**src/rtl/ram_reader.sv**
```systemverilog
// ram_reader: walks a wrapping RAM address range, streams each word out with valid/ready and sums the accepted words
module ram_reader #(
  parameter int ADDR_W = 6,
  parameter int DATA_W = 32,
  parameter int RD_LAT = 1
) (
  input  logic              clk,
  input  logic              rst_n,
  input  logic              start,
  input  logic [ADDR_W-1:0] base_addr,
  input  logic [ADDR_W:0]   count,
  output logic [ADDR_W-1:0] addrb,
  input  logic [DATA_W-1:0] dout,
  output logic [DATA_W-1:0] data_out,
  output logic              data_valid,
  input  logic              data_ready,
  output logic [DATA_W-1:0] sum_out,
  output logic              busy,
  output logic              done
);
  typedef enum logic [1:0] {IDLE, WAIT, OUT, DONE} state_t;
  localparam logic [1:0] LAT = 2'(RD_LAT);
  state_t              state_q;
  logic [ADDR_W-1:0]   addr_q;
  logic [ADDR_W:0]     rem_q;
  logic [1:0]          wait_q;
  logic [DATA_W-1:0]   data_q, sum_q;
  logic                valid_q, busy_q, done_q;
  // wait_q counts RD_LAT+1 edges after every address update before dout is captured
  always_ff @(posedge clk or negedge rst_n)
    if (!rst_n) begin
      state_q <= IDLE;
      addr_q  <= '0;
      rem_q   <= '0;
      wait_q  <= '0;
      data_q  <= '0;
      sum_q   <= '0;
      valid_q <= 1'b0;
      busy_q  <= 1'b0;
      done_q  <= 1'b0;
    end else begin
      done_q <= 1'b0;
      case (state_q)
        IDLE: if (start) begin
          sum_q <= '0;
          if (count != '0) begin
            addr_q  <= base_addr;
            rem_q   <= count;
            wait_q  <= '0;
            busy_q  <= 1'b1;
            state_q <= WAIT;
          end else begin
            done_q  <= 1'b1;
            state_q <= DONE;
          end
        end
        WAIT: if (wait_q == LAT) begin
          data_q  <= dout;
          valid_q <= 1'b1;
          state_q <= OUT;
        end else wait_q <= wait_q + 2'd1;
        OUT: if (data_ready) begin
          valid_q <= 1'b0;
          sum_q   <= sum_q + data_q;
          rem_q   <= rem_q - 1'b1;
          if (rem_q == (ADDR_W+1)'(1)) begin
            busy_q  <= 1'b0;
            done_q  <= 1'b1;
            state_q <= DONE;
          end else begin
            addr_q  <= addr_q + 1'b1;
            wait_q  <= '0;
            state_q <= WAIT;
          end
        end
        default: state_q <= IDLE;
      endcase
    end
  assign addrb      = addr_q;
  assign data_out   = data_q;
  assign data_valid = valid_q;
  assign sum_out    = sum_q;
  assign busy       = busy_q;
  assign done       = done_q;
endmodule

```
**config.mk**
```make
export PLATFORM = sky130hd
export DESIGN_NAME = ram_reader
export DESIGN_NICKNAME = d
export VERILOG_FILES = /design/src/rtl/ram_reader.sv
export SDC_FILE = /design/constraint.sdc
export NUM_CORES = 1
export LEC_CHECK = 0
export BUFFER_PORTS_ARGS = -buffer_cell sky130_fd_sc_hd__buf_2
export CAP_MARGIN = 20
export CORE_MARGIN = 3
export CORE_UTILIZATION = 59
export CTS_CLUSTER_DIAMETER = 150
export DETAILED_ROUTE_END_ITERATION = 8
export PLACE_DENSITY = 0.85
export SLEW_MARGIN = 10
export SYNTH_ARGS = -nofsm -noshare
export SYNTH_HDL_FRONTEND = slang
export SYNTH_SLANG_ARGS = --single-unit
```
**constraint.sdc**
```tcl
create_clock -name clk -period 6.7 [get_ports clk]
set_clock_uncertainty 0.2 [all_clocks]
set_input_delay 0.335 -clock clk [delete_from_list [all_inputs] [get_ports clk]]
set_output_delay 0.335 -clock clk [all_outputs]
set_load 0.02 [all_outputs]
```
After elaboration in Yosys (flattened, before gate mapping)
Cells that the tools add are included.
W data, S select, Z words.
{"block": "totals", "ff_bits": 84, "wordCells": 74}
{"block": "classes", "addsub": 4, "eq_ne": 11, "mux": 37, "n_reduce_logical": 13}
{"cell": "$mux W32", "count": 2}
{"cell": "$pmux W32 S2", "count": 1}
{"cell": "$add A32 B32 Y32", "count": 1}
{"cell": "$mux W6", "count": 4}
{"cell": "$mux W7", "count": 3}
{"cell": "$mux W2", "count": 10}
{"cell": "$ne A2 B2 Y1 const B", "count": 7}
{"cell": "$pmux W7 S2", "count": 1}
{"cell": "$pmux W2 S3", "count": 2}
{"cell": "$pmux W6 S2", "count": 1}
{"cell": "$mux W1", "count": 10}
{"cell": "$reduce_and A5 Y1", "count": 2}
{"cell": "$reduce_and A3 Y1", "count": 3}
{"cell": "$eq A7 B1 Y1 const B", "count": 1}
{"cell": "$reduce_bool A7 Y1", "count": 1}
{"cell": "$sub A7 B1 Y7 const B", "count": 1}
{"cell": "$add A6 B1 Y6 const B", "count": 1}
{"cell": "$pmux W1 S2", "count": 3}
{"cell": "$reduce_and A6 Y1", "count": 1}
{"cell": "$eq A2 B1 Y1 const B", "count": 2}
{"cell": "$reduce_and A4 Y1", "count": 1}
{"cell": "$reduce_bool A2 Y1", "count": 2}
{"cell": "$reduce_bool A3 Y1", "count": 1}
{"cell": "$add A2 B1 Y2 const B", "count": 1}
{"cell": "other kinds (3)", "count": 3}

Logic depth before layout (Yosys ltp)
{"block": "logic_depth", "depth_word": 4, "mapped_depth": 12, "ltp_nobuf": 12}

Least setup slack after synthesis
OpenSTA, ideal clock, no wires.
{"block": "synth_timing", "path_kind": "register to register", "startpoint": "register sum_q[0], in the netlist sum_out[0]", "endpoint": "register sum_q[24], in the netlist sum_out[24]", "arrival_ps": 2727, "t_required_ps": 6378, "path_slack_ps": 3652, "path_stages_with_launch": 13, "period_less_slack_ps": 3048, "path_cell_list": "dfrtp_1 ha_1 inv_1 fa_1 nor2b_4 o2111a_2 o211ai_4 a2111oi_4 o21ai_2 a21boi_2 o21ai_2 a21o_1 a32o_1"}
{"block": "synth_via", "elab_chain_cells": 3}
{"element": "start, declared", "line": "27", "source": "logic [DATA_W-1:0] data_q, sum_q;"}
{"element": "start signal, assigned", "line": "64", "source": "sum_q <= sum_q + data_q;"}
{"element": "$add A32 B32 Y32", "line": "64"}
{"element": "$mux W32", "line": "62", "source": "OUT: if (data_ready) begin"}
{"element": "$pmux W32 S2", "line": "43", "source": "case (state_q)"}
No other way between the ends. The select of a mux whose other input is x is not followed.
A chain may end at the register's enable or synchronous reset.

Worst setup path after layout
{"block": "layout_timing", "startpoint": "register data_q[0], in the netlist data_out[0]", "endpoint": "register sum_q[24], in the netlist sum_out[24]"}
{"block": "layout_via", "elab_chain_cells": 3}
{"element": "start, declared", "line": "27"}
{"element": "start signal, assigned", "line": "58", "source": "data_q <= dout;"}
{"element": "$add A32 B32 Y32", "line": "64"}
{"element": "$mux W32", "line": "62"}
{"element": "$pmux W32 S2", "line": "43"}
No other way between the ends. The select of a mux whose other input is x is not followed.

==> impl_metrics.env <==
export IMPL_powerDensity_nw_per_um2=522
export IMPL_drt_pass1_iter_count=5
export IMPL_hold_path_class="input pin to flip-flop"
export IMPL_synth_compound_area_share_pct=21.5
export IMPL_cts_setup_buffers=0
export IMPL_antenna_found_initial=0
export IMPL_cts_root_buf="clkbuf_8"
export IMPL_htreeDepth=3
export IMPL_ys_seq_area_share_pct=41.3
export IMPL_max_cap_viol_count=0
export IMPL_ys_warn_count=0
export IMPL_rsz0062_at_grt="false"
export IMPL_ff2ff_path_depth=12
export IMPL_critPathLaunchType="flip-flop"
export IMPL_layout_setup_ws_ps=3560
export IMPL_synth_area_leaders="dfrtp_1 (41%), ha_1 (8.6%), mux2_2 (7.1%)"
export IMPL_end_kind="flip-flop"
export IMPL_gp_congestion=0.935
export IMPL_worstReg2RegStart="data_out[0]$_DFFE_PN0P_"
export IMPL_synthXorXnorAreaFrac_pct=3.61
export IMPL_place_ws_ps=3580
export IMPL_irDropWorstVdd_mv=0.340
export IMPL_layout_nets=762
export IMPL_ys_async_sr_fraction_pct=100
export IMPL_area_growth_pct=21.9
export IMPL_diodes=0
export IMPL_required_ps=6750
export IMPL_regToRegSetupSlack_ps=3560
export IMPL_yosys_top_cells_count="dfrtp_1 (84), nand2_1 (66), o21ai_0 (51), a21oi_1 (40)"
export IMPL_yosys_area_top_type_share_pct=41.3
export IMPL_vias=4734
export IMPL_synth_seq_cells=84
export IMPL_placementRows=33
export IMPL_final_fill_count=588
export IMPL_syn_mean_instance_area_sq_um=9.43
export IMPL_grt_max_degree=47
export IMPL_synth_flop_cell="dfrtp_1"
export IMPL_ioPinCount=122
export IMPL_io_buffers=121
export IMPL_arrival_ps=3190
export IMPL_cts_tree="done"
export IMPL_fmaxAchievable_ghz=0.319
export IMPL_ys_types=61
export IMPL_worst_path_max_fanout=3
export IMPL_finalSetupViolCount=0
export IMPL_post_route_min_period_ps=3140
export IMPL_start_util_pct=61.4
export IMPL_synth_simple_area_share_pct=14.0
export IMPL_clk_pin_slew_ps=90
export IMPL_cts_resized=0
export IMPL_netlist_area_sq_um=5090
export IMPL_seq_area_sq_um=2100
export IMPL_finish_utilization_pct=74.8
export IMPL_min_from="dout[22]"
export IMPL_dieHeight_um=98.9
export IMPL_synth_edf_count=0
export IMPL_hold_buffers=20
export IMPL_hold_violations=0
export IMPL_yosysMostFrequentCell="dfrtp_1"
export IMPL_cts_made_buffers=9
export IMPL_drv_slew=0
export IMPL_wire_per_inst_um=16.5
export IMPL_slew_headroom_pct=32.7
export IMPL_coreArea_sq_um=8300
export IMPL_synth_adder_area_share_pct=8.99
export IMPL_finalCritPeriodShare_pct=46.8
export IMPL_grtUsageTotal_pct=27.3
export IMPL_drive_above_1_share_pct=27.3
export IMPL_synth_area_leader_cell="dfrtp_1"
export IMPL_grt_ovfl_total=0
export IMPL_worst_hold_path_endpoint="data_out[22]$_DFFE_PN0P_"
export IMPL_wl_mm=13.0
export IMPL_synth_mux_area_share_pct=7.27
export IMPL_path_class="flip-flop to flip-flop"
export IMPL_synth_top_family_by_area="compound AO/OA/AOI/OAI gates"
export IMPL_tightest_slew_ps=1010
export IMPL_antenna_left=0
export IMPL_place_hpwl_mm=9.21
export IMPL_setup_tns_ps=0
export IMPL_grt_pass1_vias=4733
export IMPL_clock_latency_ps=360
export IMPL_worstReg2RegEnd="sum_out[24]$_DFFE_PN0P_"
export IMPL_clock_path_buffers=2
export IMPL_synth_nets=625
export IMPL_multi_input_area_sq_um=2830
export IMPL_clock_sinks=84
export IMPL_status="complete, no violations"
export IMPL_dieArea_sq_um=9790
export IMPL_leakage_nw=3.06
export IMPL_die_x_um=98.9
export IMPL_viasPerCell=6.02
export IMPL_syn_inst=540
export IMPL_drt_iter0_drc=202
export IMPL_grt_pass1_wl_mm=21.9
export IMPL_holdPathStages=2
export IMPL_drc_errors=0
## cell usage in the layout, fill, tap and decap left out, types with 9 or more instances in the layout
cell / synthesis / layout
buf_2: 0 / 120
inv_1: 23 / 23
a21o_1: 14 / 14
nor2_1: 35 / 35
a31oi_1: 9 / 9
xnor2_1: 10 / 10
mux2_2: 32 / 32
dfrtp_1: 84 / 84
o21ai_0: 51 / 51
dlygate4sd3_1: 0 / 22
ha_1: 35 / 35
clkbuf_8: 0 / 10
nand3_1: 16 / 15
nand2_1: 66 / 66
xor2_1: 11 / 11
a21oi_1: 40 / 40
## state kept, by name, indices dropped and copies added (netlist names)
signal,flops
data_out,32
sum_out,32
busy,1
addrb,6
state_q,2
done,1
wait_q,2
data_valid,1
rem_q,7
## through the flow
stage / power, W / hold slack (ps) / cells / area [sq um]
2_1_floorplan: 0.00230 / -161 / 540 / 5090
3_3_place_gp: 0.00270 / 135 / 749 / 5760
3_5_place_dp: 0.00280 / 142 / 749 / 5760
4_1_cts: 0.00323 / 0.0331 / 785 / 6190
5_1_grt: 0.00349 / 0.252 / 787 / 6210
6_report: 0.00324 / 5.33 / 787 / 6210
## worst max-delay path by stage
stage,startpoint,end,cells after the start
6_report,data_out[0]$_DFFE_PN0P_,sum_out[24]$_DFFE_PN0P_,12
5_1_grt,data_out[0]$_DFFE_PN0P_,sum_out[24]$_DFFE_PN0P_,12
4_1_cts,data_out[0]$_DFFE_PN0P_,sum_out[24]$_DFFE_PN0P_,12
3_5_place_dp,data_out[0]$_DFFE_PN0P_,sum_out[24]$_DFFE_PN0P_,12
3_3_place_gp,data_out[0]$_DFFE_PN0P_,sum_out[24]$_DFFE_PN0P_,12
2_1_floorplan,sum_out[0]$_DFFE_PN0P_,sum_out[24]$_DFFE_PN0P_,12
## area by class of cell
type | count | area share (%)
clock inverters | 6 | 1.41
multi-input cells | 414 | 45.5
flip-flops and latches | 84 | 33.9
repair buffers | 144 | 13.5
well taps | 105 | 2.12
clock buffers | 10 | 2.22
inverters | 24 | 1.45
## worst max-delay path, stage by stage, from the launching register on
cell and delay, ps:
dfrtp_1 380, ha_1 180, inv_1 60, fa_1 420, nor2b_4 150, o2111a_2 250
o211ai_4 110, a2111oi_4 440, o21ai_2 140, a21boi_2 170, o21ai_2 70, a21o_1 180
a32o_1 250
## where the power goes
| part | internal [W] | switching [W] | leakage (nW) |
|---|---|---|---|
| Clock | 0.000220 | 0.000189 | 0.116 |
| Sequential | 0.000724 | 0.000198 | 1.04 |
| Combinational | 0.000753 | 0.00116 | 1.90 |
## cells by family after synthesis
family | after synthesis
buffers and inverters | 42
AO/OA/AOI/OAI | 169
flip-flops | 84
adder cells (fa/ha/maj) | 36
XOR/XNOR | 21
AND/OR/NAND/NOR | 155
multiplexers | 33
## routing by layer
metal / vias to the layer above / global-route usage [%] / routed length, um
met1: 2285 / 34.4 / 5430
met3: 28 / 4.95 / 811
met4: 0 / 12.3 / 312
met5: - / 0 / 0
li1: 2235 / - / -
met2: 186 / 45.7 / 6450
No activity file was read; power rests on OpenSTA's default activity.
